==> config.mk <==
export PLATFORM = sky130hd
export DESIGN_NAME = repl_rr_sched
export DESIGN_NICKNAME = d
export VERILOG_FILES = /design/src/rtl/repl_pkg.sv /design/src/rtl/rr_pick.sv /design/src/rtl/repl_rr_sched.sv
export SDC_FILE = /design/constraint.sdc
export NUM_CORES = 1
export LEC_CHECK = 0
export ABC_AREA = 1
export BUFFER_PORTS_ARGS = -buffer_cell sky130_fd_sc_hd__clkbuf_2
export CORE_MARGIN = 2
export CORE_UTILIZATION = 40
export DETAILED_ROUTE_END_ITERATION = 10
export PLACE_DENSITY = 0.67
export SLEW_MARGIN = 20
export SYNTH_ARGS = -nofsm -noshare
export SYNTH_HDL_FRONTEND = slang
export SYNTH_SLANG_ARGS = --single-unit
==> constraint.sdc <==
create_clock -name clk -period 4.95 [get_ports clk]
set_clock_uncertainty 0.2 [all_clocks]
set_input_delay 1.2375 -clock clk [delete_from_list [all_inputs] [get_ports clk]]
set_output_delay 1.2375 -clock clk [all_outputs]
set_load 0.1 [all_outputs]
==> src/rtl/repl_pkg.sv <==
// Shared sizing helpers and state encoding for the replicating scheduler family.
// Latency: n/a (package only).
// Backpressure: n/a (package only).
package repl_pkg;

    // Output slot occupancy; the encoding matches out_valid directly.
    typedef enum logic {
        EMPTY = 1'b0,
        FULL  = 1'b1
    } slot_state_e;

    // Replicated width: bit 0 of q as a signed 1-bit value, sign-extended to
    // p bits and read back unsigned, plus q itself.
    function automatic int repl_width(input int p, input int q);
        int f;
        f = q[0] ? ((1 << p) - 1) : 0;
        return f + q;
    endfunction

    // Index width for n items, never narrower than one bit.
    function automatic int clog2_min1(input int n);
        int r;
        r = 1;
        while ((1 << r) < n) r++;
        return r;
    endfunction

endpackage

==> src/rtl/rr_pick.sv <==
// Round-robin picker: first valid index after ptr, scanning modulo N.
// Latency: purely combinational.
// Backpressure: none; the caller gates the valid vector or the grant.
module rr_pick #(
    parameter int N  = 4,
    parameter int IW = 2
) (
    input  logic [N-1:0]  valid,
    input  logic [IW-1:0] ptr,
    output logic [N-1:0]  grant,
    output logic [IW-1:0] grant_idx,
    output logic          grant_vld
);

    logic [IW-1:0] idx;

    // Scan ptr+1 .. ptr+N (mod N); the first hit wins, so ptr itself is last.
    always_comb begin
        grant     = '0;
        grant_idx = '0;
        grant_vld = 1'b0;
        idx       = '0;
        for (int k = 1; k <= N; k++) begin
            idx = IW'((int'(ptr) + k) % N);
            if (!grant_vld && valid[idx]) begin
                grant[idx] = 1'b1;
                grant_idx  = idx;
                grant_vld  = 1'b1;
            end
        end
    end

endmodule

==> src/rtl/repl_rr_sched.sv <==
// Round-robin scheduler feeding one registered output slot that replicates a 1-bit sample to W bits.
// Latency: one cycle from request transfer to out_valid; one beat per cycle sustained.
// Backpressure: out_ready low freezes the slot and forces req_ready to zero; requesters must hold.
module repl_rr_sched
    import repl_pkg::*;
#(
    parameter  int N  = 4,
    parameter  int P  = 2,
    parameter  int Q  = 1,
    localparam int W  = repl_width(P, Q),
    localparam int IW = clog2_min1(N)
) (
    input  logic          clk,
    input  logic          rst,
    input  logic [N-1:0]  req_valid,
    input  logic [N-1:0]  req_data,
    output logic [N-1:0]  req_ready,
    output logic          out_valid,
    output logic [W-1:0]  out_data,
    output logic [IW-1:0] out_id,
    input  logic          out_ready,
    output logic          busy
);

    slot_state_e   state_q, state_d;
    logic [W-1:0]  data_q, data_d;
    logic [IW-1:0] id_q, id_d;
    logic [IW-1:0] ptr_q, ptr_d;

    logic [N-1:0]  grant;
    logic [IW-1:0] gnt_idx;
    logic          gnt_vld;
    logic          slot_free;
    logic          xfer;

    // Grant depends only on req_valid and the pointer, never on req_data.
    rr_pick #(
        .N  (N),
        .IW (IW)
    ) u_pick (
        .valid     (req_valid),
        .ptr       (ptr_q),
        .grant     (grant),
        .grant_idx (gnt_idx),
        .grant_vld (gnt_vld)
    );

    // Offer the slot when empty or draining this cycle; nothing is offered during reset.
    always_comb begin
        slot_free = (state_q == EMPTY) || out_ready;
        xfer      = slot_free && gnt_vld && !rst;
        req_ready = (slot_free && !rst) ? grant : '0;
    end

    // Next-state: load on transfer, drain on accept without transfer, otherwise hold.
    always_comb begin
        state_d = state_q;
        data_d  = data_q;
        id_d    = id_q;
        ptr_d   = ptr_q;
        case (state_q)
            EMPTY:   if (xfer) state_d = FULL;
            FULL:    if (out_ready && !xfer) state_d = EMPTY;
            default: state_d = EMPTY;
        endcase
        if (xfer) begin
            // X/Z on the sampled bit replicates through untouched.
            data_d = {W{req_data[gnt_idx]}};
            id_d   = gnt_idx;
            ptr_d  = gnt_idx;
        end
    end

    // Slot registers; reset discards any pending beat and re-arms requester 0 as first.
    always_ff @(posedge clk or posedge rst) begin
        if (rst) begin
            state_q <= EMPTY;
            data_q  <= '0;
            id_q    <= '0;
            ptr_q   <= IW'(N - 1);
        end else begin
            state_q <= state_d;
            data_q  <= data_d;
            id_q    <= id_d;
            ptr_q   <= ptr_d;
        end
    end

    assign out_valid = (state_q == FULL);
    assign out_data  = data_q;
    assign out_id    = id_q;
    assign busy      = out_valid || (|req_valid);

endmodule

==> flow_summary.json, run 1 <==
{
  "status": "completed",
  "fp.coreArea_um2": 2000,
  "via_count": 853,
  "die_x_um": 50.6,
  "grt_usage_pct": 15.4,
  "crit_slowest_cell": "dfstp_2",
  "synthXorXnorAreaFrac_pct": 0,
  "synth_compound_gate_area_share_pct": 11.1,
  "min_from": "out_id[0]",
  "post_drt_wl_per_cell_um": 10.2,
  "endpoint_kind": "output port",
  "cts.sinks": 6,
  "avgViaCountPerCell": 4.69,
  "yosys_warnings": 0,
  "grt_max_degree": 15,
  "setup_violations": 0,
  "synth_area_per_cell_um2": 6.49,
  "clk_latency_ps": 240,
  "grt_pass1_vias": 769,
  "max-slew-margin-rel_pct": 63.6,
  "worstPathCellList": "inv_6, ha_1, inv_1, nand2_4, nand2_4, nor2_1, nand2_1, o21ai_0, a31oi_1, o21ai_0, nand2_1, inv_1, clkbuf_2",
  "min_path_type": "flop to flop",
  "syn-cell-area_um2": 870,
  "drive_gt1_share_pct": 29.0,
  "start_kind": "flop",
  "drv_cap": 0,
  "crit_family": "flip-flops",
  "grt_overflow": 0,
  "drt_wl_total_um": 1860,
  "cts_buffers": 3,
  "cts_tree": "done",
  "final_common_cell": "nand2_1",
  "row_count": 16,
  "clk_pin_slew_ps": 40,
  "rrSetupSlack_ps": 2380,
  "final_cell_mix": "43 x nand2_1, 23 x inv_1, 22 x clkbuf_2, 14 x nand3_1, 8 x ha_1",
  "reg2regPathDepth": 13,
  "synth_top_family_by_area": "simple AND/OR/NAND/NOR gates",
  "path_class": "flop to output port",
  "start_util_pct": 43.4,
  "cts-root-buf": "clkbuf_4",
  "muxShareOfSynthArea_pct": 0,
  "cts_resized": 0,
  "slew_violations": 0,
  "tns_ps": 0,
  "tightest_slew_ps": 548,
  "worst_r2r_endpoint": "out_data[0]",
  "synth_cells": 134,
  "antenna_cells": 0,
  "hold_viol": 0,
  "path_max_fanout": 14,
  "hold_depth": 2,
  "period_share_pct": 87.7,
  "die_h_um": 50.6,
  "grt_antenna_before_repair": 0,
  "area_growth_syn_to_layout_pct": 15.3,
  "firstDrtPassIters": 4,
  "grt_pass1_wl_um": 3090,
  "synth_seq_cells": 6,
  "drc": 0,
  "fin_crit_ps": 4340,
  "htreeDepth": 1,
  "synth_seq_area_share_pct": 17.6,
  "required_ps": 3510,
  "place.gp.congestion": 0.823,
  "synth_cell_types": 24,
  "boundaryPins": 23,
  "rr_startpoint": "ptr_q[0]",
  "max_freq_ghz": 0.230,
  "slowest_delay_ps": 720,
  "cp.arrival_ps": 2900,
  "path_depth": 13,
  "cts_hold_buf": 0,
  "synth-simple-area-share_pct": 44.6,
  "fin_util_pct": 50.1,
  "drt-initial-drc-count": 13,
  "route.antenna.remaining_nets": 0,
  "rsz0062_at_grt": "no",
  "syn-num-nets": 153,
  "clk_path_buf_depth": 2,
  "crit_buf_inv": 4,
  "dieArea_um2": 2560,
  "portBuffers": 22,
  "hpwl_um": 1560,
  "whs_endpoint": "out_id[0]",
  "final_nets": 176,
  "synthAdderAreaFrac_pct": 11.5,
  "cts_setup_buffers": 0
}
-- kinds of logic after synthesis --
family | after synthesis
AO/OA/AOI/OAI | 15
adder cells (fa/ha/maj) | 8
flip-flops | 6
buffers and inverters | 29
AND/OR/NAND/NOR | 76
-- cell usage after synthesis --
cell / count / area (um^2)
nand2_1: 43 / 161
inv_1: 23 / 86.3
nand3_1: 14 / 70.1
ha_1: 8 / 100
nand2_2: 7 / 43.8
o21ai_0: 6 / 30.0
nand2_4: 5 / 56.3
dfrtp_1: 4 / 100
buf_4: 3 / 22.5
a22oi_1: 2 / 15.0
a31oi_1: 2 / 12.5
dfstp_2: 2 / 52.6
nand4_1: 2 / 12.5
nor2_1: 2 / 7.51
o221ai_1: 2 / 17.5
a21boi_0: 1 / 7.51
a21oi_1: 1 / 5.00
buf_6: 1 / 11.3
inv_2: 1 / 3.75
inv_6: 1 / 8.76
nand3_2: 1 / 10.0
nor2_8: 1 / 20.0
o21ai_2: 1 / 8.76
or2_2: 1 / 6.26
-- metrics by stage --
step	std cells	setup slack, ps	area, um^2	hold slack, ps
2_1_floorplan	134	869	870	469
3_3_place_gp	179	676	980	267
3_5_place_dp	179	619	980	268
4_1_cts	182	573	1000	290
5_1_grt	182	377	1000	306
6_report	182	609	1000	290
-- tightest hold or removal path: cells and delay by family, from the launching register on --
kind | cells | cell delay, ps
DFF | 1 | 340
and+or+nand+nor | 2 | 110
-- state kept, by name, summed over array words and instances, names as in the netlist --
register / count
out_id: 2
out_data: 1
out_valid: 1
ptr_q: 2
-- worst max-delay path by stage --
stage / start / end / slack, ps
6_report: ptr_q[0] / req_ready[2] / 610
5_1_grt: ptr_q[0] / req_ready[0] / 380
4_1_cts: ptr_q[0] / req_ready[2] / 570
3_5_place_dp: req_valid[2] / req_ready[2] / 620
3_3_place_gp: req_valid[2] / req_ready[0] / 680
2_1_floorplan: req_valid[2] / req_ready[0] / 870
-- routing by layer --
layer	GRT usage, %	wire [um]	up-vias
met5	0	0	-
met4	2.70	9	0
met3	2.68	46	2
met2	28.7	932	12
met1	18.4	869	376
li1	-	-	463
-- area by class of cell --
type | instances | area [um^2]
tap | 27 | 33.8
timing repair buffer | 22 | 110
clock buffer | 3 | 22.5
inverter | 25 | 98.8
fill | 216 | 1000
multi-input combinational | 99 | 584
sequential | 6 | 153
Power of run 1 is not shown: default switching activity piles up to over one toggle a cycle in this logic, so the estimate is an artifact.
==> run 2: changes to the inputs <==
--- a/constraint.sdc
+++ b/constraint.sdc
@@ -4,2 +4,2 @@
 set_output_delay 1.2375 -clock clk [all_outputs]
-set_load 0.1 [all_outputs]
+set_load 0.05 [all_outputs]
==> run 2 against run 1 <==
Die area is the same; first-iteration DRC count shrank 15%; sequential share of layout area is the same; hold slack lost 6.0 ps; routed wire length grew 1.3%; maximum frequency grew 3.8%; final cell count is the same; flip-flop and latch count is the same; utilization is the same; critical path type unchanged; register-to-register slack is essentially flat.
==> flow_summary.json, run 2 (synthesis results as in run 1) <==
{
  "cts_tree": "done",
  "post_drt_wl_per_cell_um": 10.3,
  "boundaryPins": 23,
  "status": "completed",
  "drc": 0,
  "via_count": 865,
  "place.gp.congestion": 0.823,
  "crit_start": "ptr_q[0]",
  "final_nets": 176,
  "firstDrtPassIters": 4,
  "area_growth_syn_to_layout_pct": 15.3,
  "cts_hold_buf": 0,
  "antenna_cells": 0,
  "cp.arrival_ps": 2740,
  "drive_gt1_share_pct": 29.0,
  "cts_resized": 0,
  "clk_latency_ps": 240,
  "final_common_cell": "nand2_1",
  "path_class": "flop to output port",
  "tightest_slew_ps": 325,
  "hold_ws_ps": 284,
  "path_max_fanout": 14,
  "rrSetupSlack_ps": 2390,
  "grt_usage_pct": 15.5,
  "required_ps": 3510,
  "fp.coreArea_um2": 2000,
  "drt_wl_total_um": 1880,
  "min_path_type": "flop to flop",
  "drv_cap": 0,
  "drt-initial-drc-count": 11,
  "clk_path_buf_depth": 2,
  "grt_overflow": 0,
  "max_freq_ghz": 0.239,
  "grt_max_degree": 15,
  "multiInputGateArea_um2": 584,
  "reg2regPathDepth": 14,
  "fillers": 224,
  "rr_startpoint": "ptr_q[0]",
  "dieArea_um2": 2560,
  "die_x_um": 50.6,
  "worst_r2r_endpoint": "out_data[0]",
  "portBuffers": 22,
  "tns_ps": 0,
  "cts_setup_buffers": 0,
  "hpwl_um": 1570,
  "fin_util_pct": 50.1,
  "die_h_um": 50.6,
  "start_kind": "flop",
  "setup_violations": 0,
  "slew_violations": 0,
  "avgViaCountPerCell": 4.75,
  "cts_buffers": 3,
  "worstSetupEndpoint": "req_ready[2]",
  "cts-root-buf": "clkbuf_4",
  "rsz0062_at_grt": "no",
  "hold_viol": 0,
  "fin_crit_ps": 4180,
  "register_area_um2": 153,
  "htreeDepth": 1,
  "row_count": 16,
  "grt_pass1_vias": 764,
  "max-slew-margin-rel_pct": 78.2,
  "cts.sinks": 6,
  "start_util_pct": 43.4,
  "grt_antenna_before_repair": 0,
  "endpoint_kind": "output port",
  "clk_pin_slew_ps": 40,
  "route.antenna.remaining_nets": 0,
  "grt_pass1_wl_um": 3080,
  "final_cell_mix": "43 x nand2_1, 23 x inv_1, 22 x clkbuf_2, 14 x nand3_1, 8 x ha_1",
  "period_share_pct": 84.5
}
-- run 2: cell counts in the layout (fill, tap and decap cells not counted) --
Identical to the previous run, type by type.
-- run 2: cell type report --
type | count | area share [%]
inverters | 25 | 9.86
flip-flops and latches | 6 | 15.2
multi-input cells | 99 | 58.3
clock buffers | 3 | 2.25
repair buffers | 22 | 11.0
well taps | 27 | 3.37
-- run 2: worst min path at each step --
| stage | cells after the start | start | end |
|---|---|---|---|
| floorplan | 2 | ptr_q[1] | ptr_q[1] |
| global placement | 2 | out_id[1] | out_id[1] |
| detailed placement | 2 | out_id[0] | out_id[0] |
| CTS | 2 | out_id[0] | out_id[0] |
| global route | 2 | out_id[0] | out_id[0] |
| finish | 2 | out_id[0] | out_id[0] |
-- run 2: critical path, cell delays in order, from the launching register on --
cell,delay [ps]
dfstp_2,710
inv_6,110
ha_1,410
inv_1,130
nand2_4,90
nand2_4,90
nor2_1,260
nand2_1,80
o21ai_0,90
a31oi_1,60
o21ai_0,80
nand2_1,70
inv_1,50
clkbuf_2,260
-- run 2: metrics by stage --
step | setup slack (ps) | area (um^2) | std cells
floorplan | 1150 | 870 | 134
global placement | 856 | 980 | 179
detailed placement | 802 | 980 | 179
CTS | 758 | 1000 | 182
global route | 563 | 1000 | 182
finish | 768 | 1000 | 182
-- run 2: layer usage --
| metal | GRT usage [%] | wire [um] |
|---|---|---|
| met1 | 18.2 | 907 |
| met2 | 28.7 | 920 |
| met3 | 3.57 | 54 |
| met4 | 2.70 | 0 |
| met5 | 0 | 0 |
Power of run 2 is left out for the same reason.
==> run 3: changes to the inputs <==
PLACE_DENSITY = 0.7   (was 0.67)
clock period = 3.4 ns   (was 4.95 ns; I/O delays follow)
==> run 3 against run 2 <==
Utilization is 4.0 points higher; via count rose by 6.5%; register-to-register slack got worse by 1200 ps; clock-buffer cell count is 1 higher; first-iteration DRC count grew 120%; setup slack lost 620 ps; sequential share of layout area shrank 1.1 points.
==> flow_summary.json, run 3 (synthesis results as in run 1) <==
{
  "status": "completed",
  "post_drt_wl_per_cell_um": 10.3,
  "final_nets": 179,
  "grt_pass1_wl_um": 3330,
  "period_share_pct": 95.6,
  "reg2regPathDepth": 13,
  "dpl.cell_count": 182,
  "setup_violations": 0,
  "final_cell_mix": "43 x nand2_1, 23 x inv_1, 18 x clkbuf_2, 13 x nand3_1",
  "cts_buffers": 3,
  "drt_wl_total_um": 1910,
  "cts_tree": "done",
  "fp.coreArea_um2": 2000,
  "layoutNonFillerInstCount": 186,
  "row_count": 16,
  "max_freq_ghz": 0.308,
  "min_path_type": "flop to flop",
  "whs_endpoint": "out_id[0]",
  "drv_cap": 0,
  "start_kind": "flop",
  "final_common_cell": "nand2_1",
  "fin_crit_ps": 3250,
  "via_count": 921,
  "die_x_um": 50.6,
  "portBuffers": 22,
  "dieArea_um2": 2560,
  "path_max_fanout": 12,
  "min_from": "out_id[0]",
  "cts_setup_buffers": 0,
  "endpoint_kind": "output port",
  "fin_area_um2": 1080,
  "drive_gt1_share_pct": 32.1,
  "tightest_slew_ps": 326,
  "slew_violations": 0,
  "area_growth_syn_to_layout_pct": 24.5,
  "required_ps": 2350,
  "grt_antenna_before_repair": 0,
  "hold_viol": 0,
  "place.gp.congestion": 0.862,
  "clk_pin_slew_ps": 40,
  "hpwl_um": 1550,
  "clk_path_buf_depth": 2,
  "antenna_cells": 0,
  "tns_ps": 0,
  "clk_latency_ps": 250,
  "timing.final.ws_setup_ps": 149,
  "start_util_pct": 43.4,
  "cts_hold_buf": 0,
  "drt-initial-drc-count": 24,
  "path_class": "flop to output port",
  "rr_startpoint": "ptr_q[0]",
  "rrSetupSlack_ps": 1160,
  "grt_pass1_vias": 844,
  "dp_slack_ps": 70.9,
  "grt_usage_pct": 16.3,
  "avgViaCountPerCell": 4.95,
  "placed_area_um2": 1000,
  "route.antenna.remaining_nets": 0,
  "die_h_um": 50.6,
  "htreeDepth": 1,
  "boundaryPins": 23,
  "drc": 0,
  "firstDrtPassIters": 4,
  "hold_depth": 2,
  "worst_r2r_endpoint": "out_data[0]",
  "cts.sinks": 6,
  "grt_max_degree": 14,
  "cts-root-buf": "clkbuf_4",
  "grt_overflow": 0,
  "cp.arrival_ps": 2200,
  "max-slew-margin-rel_pct": 78.2
}
## run 3: cell count changes in the layout (fill, tap and decap cells not counted), sizes merged
| cell | previous run | this run |
|---|---|---|
| buf | 0 | 4 |
## run 3: critical path, cell delays in order, from the launching register on
cell and delay (ps):
dfstp_2 560, inv_6 80, ha_4 310, inv_1 100, nand2_4 90, nand2_4 100
nor2_8 160, nand3_2 110, o221ai_1 170, nand2_1 70, inv_1 60, clkbuf_8 170
## run 3: routing by layer
metal,part of all wire [%],vias up,wire length [um],track usage [%]
met1,46,424,873,20.7
met5,0,-,0,0
met4,0.73,0,14,4.05
met3,3.9,2,74,1.79
met2,50,20,952,29.2
li1,-,475,-,-
## run 3: final cells by class
type	instances	area (um^2)
fill	203	920
sequential	6	153
clock buffer	4	26.3
tap	27	33.8
multi-input combinational	99	609
timing repair buffer	25	161
inverter	25	98.8
## run 3: worst max-delay path by stage
| stage | startpoint | endpoint | slack (ps) | cells past startpoint |
|---|---|---|---|---|
| detailed placement | req_valid[2] | req_ready[2] | 70 | 13 |
| global route | ptr_q[0] | req_ready[2] | -0.3 | 13 |
| finish | ptr_q[0] | req_ready[3] | 150 | 11 |
| floorplan | ptr_q[0] | req_ready[0] | 200 | 13 |
| CTS | ptr_q[0] | req_ready[0] | 5 | 11 |
| global placement | req_valid[2] | req_ready[0] | 100 | 13 |
## run 3: repair_timing
item,in CTS,in global routing
gates cloned,0,0
gates resized for setup,9,6
setup endpoints to repair,4,4
pin swaps,0,0
## run 3: per-stage QoR
stage,util (%),hold slack [ps]
after floorplan,-,448
after global routing,54.1,315
after global placement,50.1,268
after CTS,53.1,284
after detailed placement,50.1,271
final,54.1,282
Power of run 3 is left out for the same reason.
